==> config.mk <==
export PLATFORM = sky130hd
export DESIGN_NAME = reg_op_sequencer
export DESIGN_NICKNAME = d
export VERILOG_FILES = /design/src/rtl/reg_op_sequencer.sv
export SDC_FILE = /design/constraint.sdc
export NUM_CORES = 1
export LEC_CHECK = 0
export BUFFER_PORTS_ARGS = -buffer_cell sky130_fd_sc_hd__clkbuf_2
export CAP_MARGIN = 20
export CELL_PAD_IN_SITES_DETAIL_PLACEMENT = 1
export CELL_PAD_IN_SITES_GLOBAL_PLACEMENT = 1
export CORE_MARGIN = 2
export CORE_UTILIZATION = 42
export CTS_BUF_LIST = sky130_fd_sc_hd__clkbuf_8
export CTS_CLUSTER_SIZE = 30
export DETAILED_ROUTE_END_ITERATION = 10
export MAX_ROUTING_LAYER = met4
export PLACE_DENSITY = 0.88
export SLEW_MARGIN = 40
export SYNTH_ARGS = -nofsm -noshare
export SYNTH_HDL_FRONTEND = slang
export SYNTH_SLANG_ARGS = --single-unit
==> constraint.sdc <==
create_clock -name clk -period 2.8 [get_ports clk]
set_clock_uncertainty 0.2 [all_clocks]
set_input_delay 0.56 -clock clk [delete_from_list [all_inputs] [get_ports clk]]
set_output_delay 0.56 -clock clk [all_outputs]
set_load 0.1 [all_outputs]
==> src/rtl/reg_op_sequencer.sv <==
// reg_op_sequencer
//   Command-driven read-modify-write sequencer sitting in front of the 4004
//   register file. Each accepted command walks IDLE -> READ -> WRITE -> DONE:
//   the register file is read in READ, at most one write strobe fires in
//   WRITE, and a one-cycle result pulse is returned in DONE.
//
//   Build option: define REG_SEQ_ALU_EN to execute ops 6 (ADD) and 7 (SUB);
//   without it those opcodes complete as illegal.
//
// Ports
//   clk, rst                    clock, asynchronous active-high reset
//   cmdValid/cmdReady           command handshake (ready only in IDLE)
//   cmdOp, cmdReg, cmdImm       opcode, register index, FIM immediate {even,odd}
//   accIn, cyIn                 accumulator and carry in
//   doneValid                   one-cycle result strobe
//   accOut, cyOut, jumpTaken,
//   pairOut, illegalOp          results, forced to 0 while doneValid=0
//   busy                        FSM not in IDLE
//   regWe/regAddr/regDin        single-register write port
//   pairWe/pairAddr/pairDin     register-pair write port
//   regDout, pairDout           combinational register-file read data
module reg_op_sequencer #(
    parameter int WORD_W = 4,
    parameter int ADDR_W = 4
) (
    input  logic                  clk,
    input  logic                  rst,
    input  logic                  cmdValid,
    output logic                  cmdReady,
    input  logic [2:0]            cmdOp,
    input  logic [ADDR_W-1:0]     cmdReg,
    input  logic [2*WORD_W-1:0]   cmdImm,
    input  logic [WORD_W-1:0]     accIn,
    input  logic                  cyIn,
    output logic                  doneValid,
    output logic [WORD_W-1:0]     accOut,
    output logic                  cyOut,
    output logic                  jumpTaken,
    output logic [2*WORD_W-1:0]   pairOut,
    output logic                  illegalOp,
    output logic                  busy,
    output logic                  regWe,
    output logic [ADDR_W-1:0]     regAddr,
    output logic [WORD_W-1:0]     regDin,
    output logic                  pairWe,
    output logic [ADDR_W-1:0]     pairAddr,
    output logic [2*WORD_W-1:0]   pairDin,
    input  logic [WORD_W-1:0]     regDout,
    input  logic [2*WORD_W-1:0]   pairDout
);

    localparam logic [2:0] OP_INC = 3'd0;
    localparam logic [2:0] OP_ISZ = 3'd1;
    localparam logic [2:0] OP_XCH = 3'd2;
    localparam logic [2:0] OP_LD  = 3'd3;
    localparam logic [2:0] OP_FIM = 3'd4;
    localparam logic [2:0] OP_SRC = 3'd5;
`ifdef REG_SEQ_ALU_EN
    localparam logic [2:0] OP_ADD = 3'd6;
    localparam logic [2:0] OP_SUB = 3'd7;
`endif

    typedef enum logic [1:0] {
        S_IDLE  = 2'd0,
        S_READ  = 2'd1,
        S_WRITE = 2'd2,
        S_DONE  = 2'd3
    } state_t;

    state_t state, state_nx;

    // latched command
    logic [2:0]          op_q;
    logic [ADDR_W-1:0]   reg_q;
    logic [2*WORD_W-1:0] imm_q;
    logic [WORD_W-1:0]   acc_q;
`ifdef REG_SEQ_ALU_EN
    logic                cy_q;
`else
    logic                unused_cy;
    assign unused_cy = cyIn;
`endif

    // write strobes / data and results, captured at the end of READ
    logic                we_q, pwe_q;
    logic [WORD_W-1:0]   din_q;
    logic [WORD_W-1:0]   res_acc;
    logic                res_cy, res_jmp, res_ill;
    logic [2*WORD_W-1:0] res_pair;

    // combinational evaluation of the latched op against the read data
    logic [WORD_W-1:0]   inc_val;
    logic [WORD_W-1:0]   nx_acc, nx_din;
    logic                nx_cy, nx_jmp, nx_ill, nx_we, nx_pwe;
    logic [2*WORD_W-1:0] nx_pair;
`ifdef REG_SEQ_ALU_EN
    logic [WORD_W:0]     sum_add, sum_sub;
`endif

    always_ff @(posedge clk or posedge rst) begin
        if (rst) state <= S_IDLE;
        else     state <= state_nx;
    end

    always_comb begin
        state_nx = state;
        case (state)
            S_IDLE:  if (cmdValid) state_nx = S_READ;
            S_READ:  state_nx = S_WRITE;
            S_WRITE: state_nx = S_DONE;
            default: state_nx = S_IDLE;
        endcase
    end

    always_comb begin
        inc_val = regDout + {{(WORD_W-1){1'b0}}, 1'b1};
`ifdef REG_SEQ_ALU_EN
        sum_add = {1'b0, acc_q} + {1'b0, regDout} + {{WORD_W{1'b0}}, cy_q};
        // 4004 subtract: borrow is the inverted carry in both directions
        sum_sub = {1'b0, acc_q} + {1'b0, ~regDout} + {{WORD_W{1'b0}}, ~cy_q};
`endif
        nx_acc  = acc_q;
        nx_cy   = 1'b0;
        nx_jmp  = 1'b0;
        nx_pair = '0;
        nx_ill  = 1'b0;
        nx_we   = 1'b0;
        nx_pwe  = 1'b0;
        nx_din  = '0;
        case (op_q)
            OP_INC: begin
                nx_we  = 1'b1;
                nx_din = inc_val;
            end
            OP_ISZ: begin
                nx_we  = 1'b1;
                nx_din = inc_val;
                nx_jmp = (inc_val != '0);
            end
            OP_XCH: begin
                nx_we  = 1'b1;
                nx_din = acc_q;
                nx_acc = regDout;
            end
            OP_LD:  nx_acc = regDout;
            OP_FIM: nx_pwe = 1'b1;
            OP_SRC: nx_pair = pairDout;
`ifdef REG_SEQ_ALU_EN
            OP_ADD: {nx_cy, nx_acc} = sum_add;
            OP_SUB: {nx_cy, nx_acc} = sum_sub;
`endif
            default: nx_ill = 1'b1;
        endcase
    end

    always_ff @(posedge clk or posedge rst) begin
        if (rst) begin
            op_q     <= '0;
            reg_q    <= '0;
            imm_q    <= '0;
            acc_q    <= '0;
`ifdef REG_SEQ_ALU_EN
            cy_q     <= 1'b0;
`endif
            we_q     <= 1'b0;
            pwe_q    <= 1'b0;
            din_q    <= '0;
            res_acc  <= '0;
            res_cy   <= 1'b0;
            res_jmp  <= 1'b0;
            res_ill  <= 1'b0;
            res_pair <= '0;
        end else begin
            if (state == S_IDLE && cmdValid) begin
                op_q  <= cmdOp;
                reg_q <= cmdReg;
                imm_q <= cmdImm;
                acc_q <= accIn;
`ifdef REG_SEQ_ALU_EN
                cy_q  <= cyIn;
`endif
            end
            // strobes live for exactly the WRITE cycle
            we_q  <= 1'b0;
            pwe_q <= 1'b0;
            if (state == S_READ) begin
                we_q     <= nx_we;
                pwe_q    <= nx_pwe;
                din_q    <= nx_din;
                res_acc  <= nx_acc;
                res_cy   <= nx_cy;
                res_jmp  <= nx_jmp;
                res_ill  <= nx_ill;
                res_pair <= nx_pair;
            end
        end
    end

    logic active;
    assign active = (state == S_READ) || (state == S_WRITE);

    assign cmdReady  = (state == S_IDLE);
    assign busy      = (state != S_IDLE);
    assign doneValid = (state == S_DONE);

    // addresses come straight from the latched index so they are valid for
    // the combinational read in READ and unchanged through WRITE
    assign regAddr  = active ? reg_q : '0;
    assign pairAddr = active ? {reg_q[ADDR_W-1:1], 1'b0} : '0;
    // READ shows the value about to be written; WRITE shows the registered copy
    assign regDin   = (state == S_READ)  ? nx_din :
                      (state == S_WRITE) ? din_q  : '0;
    assign pairDin  = active ? imm_q : '0;
    assign regWe    = we_q;
    assign pairWe   = pwe_q;

    assign accOut    = doneValid ? res_acc  : '0;
    assign cyOut     = doneValid & res_cy;
    assign jumpTaken = doneValid & res_jmp;
    assign pairOut   = doneValid ? res_pair : '0;
    assign illegalOp = doneValid & res_ill;

endmodule

==> results.md <==
* Count leader, synth: dfrtp_1
* Drt initial violations at 43
* Total CTS buffers at 5
* Buffers on Ports at 71
* RSZ-0062 raised after global routing: false
* Fillcell total at 527
* RD Place Congestion at 0.748
* Reg2Reg Setup Slack at 1.00 ns
* Worst-path clk slew at 0.08 ns
* Area Overhead vs Synth at 30.3%
* Ports at 75
* Post-DP HPWL at 3610 µm
* Setup CP Type: reg2out
* Die area at 0.00538 mm²
* Pins Over Slew Limit at 0
* Clk buf depth at 2
* Hold_buf cts at 0
* # H-tree levels at 2
* Type of origin of the critical path: flip-flop
* CP required at 2.04 ns
* First-pass GRT wire length at 7690 µm
* Post-Syn Area at 0.00202 mm²
* Core area at 0.00469 mm²
* Final setup violation count at 0
* Max-slew headroom at 63.5%
* Area leader, netlist: dfrtp_1
* TritonCTS clock tree: done
* TritonCTS Sinks at 41
* DR pass1 iterations at 4
* Cell variety after synth at 35
* Area after DPL at 0.00248 mm²
* Finished layout cell area at 0.00263 mm²
* Die Wd at 73.3 µm
* Final ANT Viol Nets at 0
* Yosys warning count at 0
* Post-Syn Instances at 174
* Setup crit end kind: output port
* Initial Util at 43.0%
* Wire per inst at 16.3 µm
* Critical-path top delay cell: dfrtp_1
* Tightest Hold Check Type: in2async
* CP max FO at 12
* Antenna diode count at 0
* Async set-reset flop share out of synthesis at 100%
* All-layer global routing usage at 19.4%
* Main synth FF type: dfrtp_1
* CP peak stage delay at 0.41 ns
* Vias in the first global route at 1,596
* CTS root buffer: clkbuf_8
* Cells along the critical path: inv_2, ha_4, nor4b_1, mux2i_1, o211ai_1, buf_12
* Worst EP arrival at 1.94 ns
* Max-Cap Viols at 0
* Part of the Yosys area used for sequential elements at 50.8%
* Largest net degree at the start of global routing at 30
* Max Freq at 371 MHz
* Period utilisation layout at 96.3%
* Die H at 73.3 µm
* Vias per cell at 5.20
* Share of cells above drive strength 1 at 49.0%
* Reg2reg start: state[1]$_DFFE_PP0P_
* Final hold viol count at 0
* R2r worst-path depth at 5
* Total grt overflow at 0
* Status: finished clean
* Final WL at 4840 µm
* Tmin final at 2.70 ns
* Reg2reg end: res_pair[5]$_DFFE_PP0P_
* Yosys top cell area share at 50.8%
* Vias at 1,545
* Row Count at 25
* Worst Tran Pin Value at 0.550 ns
* Clock Latency Late Sink at 0.29 ns
* # DRC at 0
* Nets at 282
* Mean area per synthesized cell at 11.6 µm²
* FF+latch count, synth at 41
* Initial antenna violation count at 0
* Number of flops mapped to enable cells by yosys at 0
* Synth top cells by count: dfrtp_1, and2_1, mux2_2
* Synth top area cells: dfrtp_1, mux2_2, and2_1
## layer usage
layer  share of wire, %  vias up  GRT usage [%]  routed length [µm]
met5                  0        -              -                   0
met4                1.1        0           4.85                  52
met3                6.2        5           5.76                 298
met2                 49       57           32.1                2390
met1                 43      755           23.4                2100
li1                   -      728              -                   -
## final cells by class
cell class                 instances  area, µm²  area share, %
clock inverter                     3       65.1           2.48
clock buffer                       5       68.8           2.62
inverter                          10       37.5           1.43
timing repair buffer              73        418           15.9
tap                               54       67.6           2.57
multi-input combinational        111        946           36.0
sequential                        41       1030           39.0
## critical path, delay by kind of cell (launching register included)
family / cells / cell delay (ns)
compound gates: 1 / 0.20
fa+ha+maj: 1 / 0.27
buf+inv: 2 / 0.32
flops: 1 / 0.41
mux: 1 / 0.15
simple gates: 1 / 0.29
## cells in the final DEF (no fill, tap or decap), types with 6 or more instances in the layout
master	netlist	final
and2_1	26	20
a21oi_1	7	7
mux2_2	19	19
dfrtp_1	41	41
and2_2	0	6
clkbuf_2	0	67
inv_1	10	7
a22o_1	8	8
## state kept, by name, indices dropped and copies added, names as in the netlist, 2 cells and up
name      count
res_acc       4
reg_q         4
acc_q         4
res_pair      8
state         2
imm_q         8
din_q         4
op_q          3
## logic make-up (layout without fill, tap and decap cells)
kind of cell	Yosys count	count (layout)	synth area share (%)
multiplexers	24	24	13.1
other	1	2	0.186
AND/OR/NAND/NOR	48	48	15.6
flip-flops	41	41	50.8
adder cells (fa/ha/maj)	5	5	3.10
buffers and inverters	23	91	5.83
AO/OA/AOI/OAI	30	30	10.5
XOR/XNOR	2	2	0.868
## worst max path at each step
| stage | start | to | cells after the start |
|---|---|---|---|
| 2_1_floorplan | state[0]$_DFFE_PP0P_ | pairOut[0] | 3 |
| 3_3_place_gp | regDout[0] | regDin[2] | 6 |
| 3_5_place_dp | regDout[0] | regDin[2] | 6 |
| 4_1_cts | state[1]$_DFFE_PP0P_ | regDin[3] | 6 |
| 5_1_grt | op_q[1]$_DFFE_PP0P_ | regDin[3] | 4 |
| 6_report | state[1]$_DFFE_PP0P_ | regDin[3] | 6 |
## stage by stage
step	TNS (ns)	instances	hold slack [ns]	setup slack (ns)	utilization, %
after floorplan	-2.90	175	0.247	-0.258	-
after global placement	0	288	0.265	0.212	52.9
final	0	297	0.00295	0.103	56.0
after CTS	0	296	0.00503	0.0349	55.8
after global routing	0	297	0.0252	0.000820	56.0
after detailed placement	0	288	0.278	0.194	52.9
## repair_timing
action | CTS | global route
setup endpoints to repair | 1 | 2
gates cloned | 0 | 0
buffers inserted | 0 | 1
gates resized for setup | 1 | 1
Power is not shown: default switching activity piles up to over one toggle a cycle in this logic, so the estimate is an artifact.
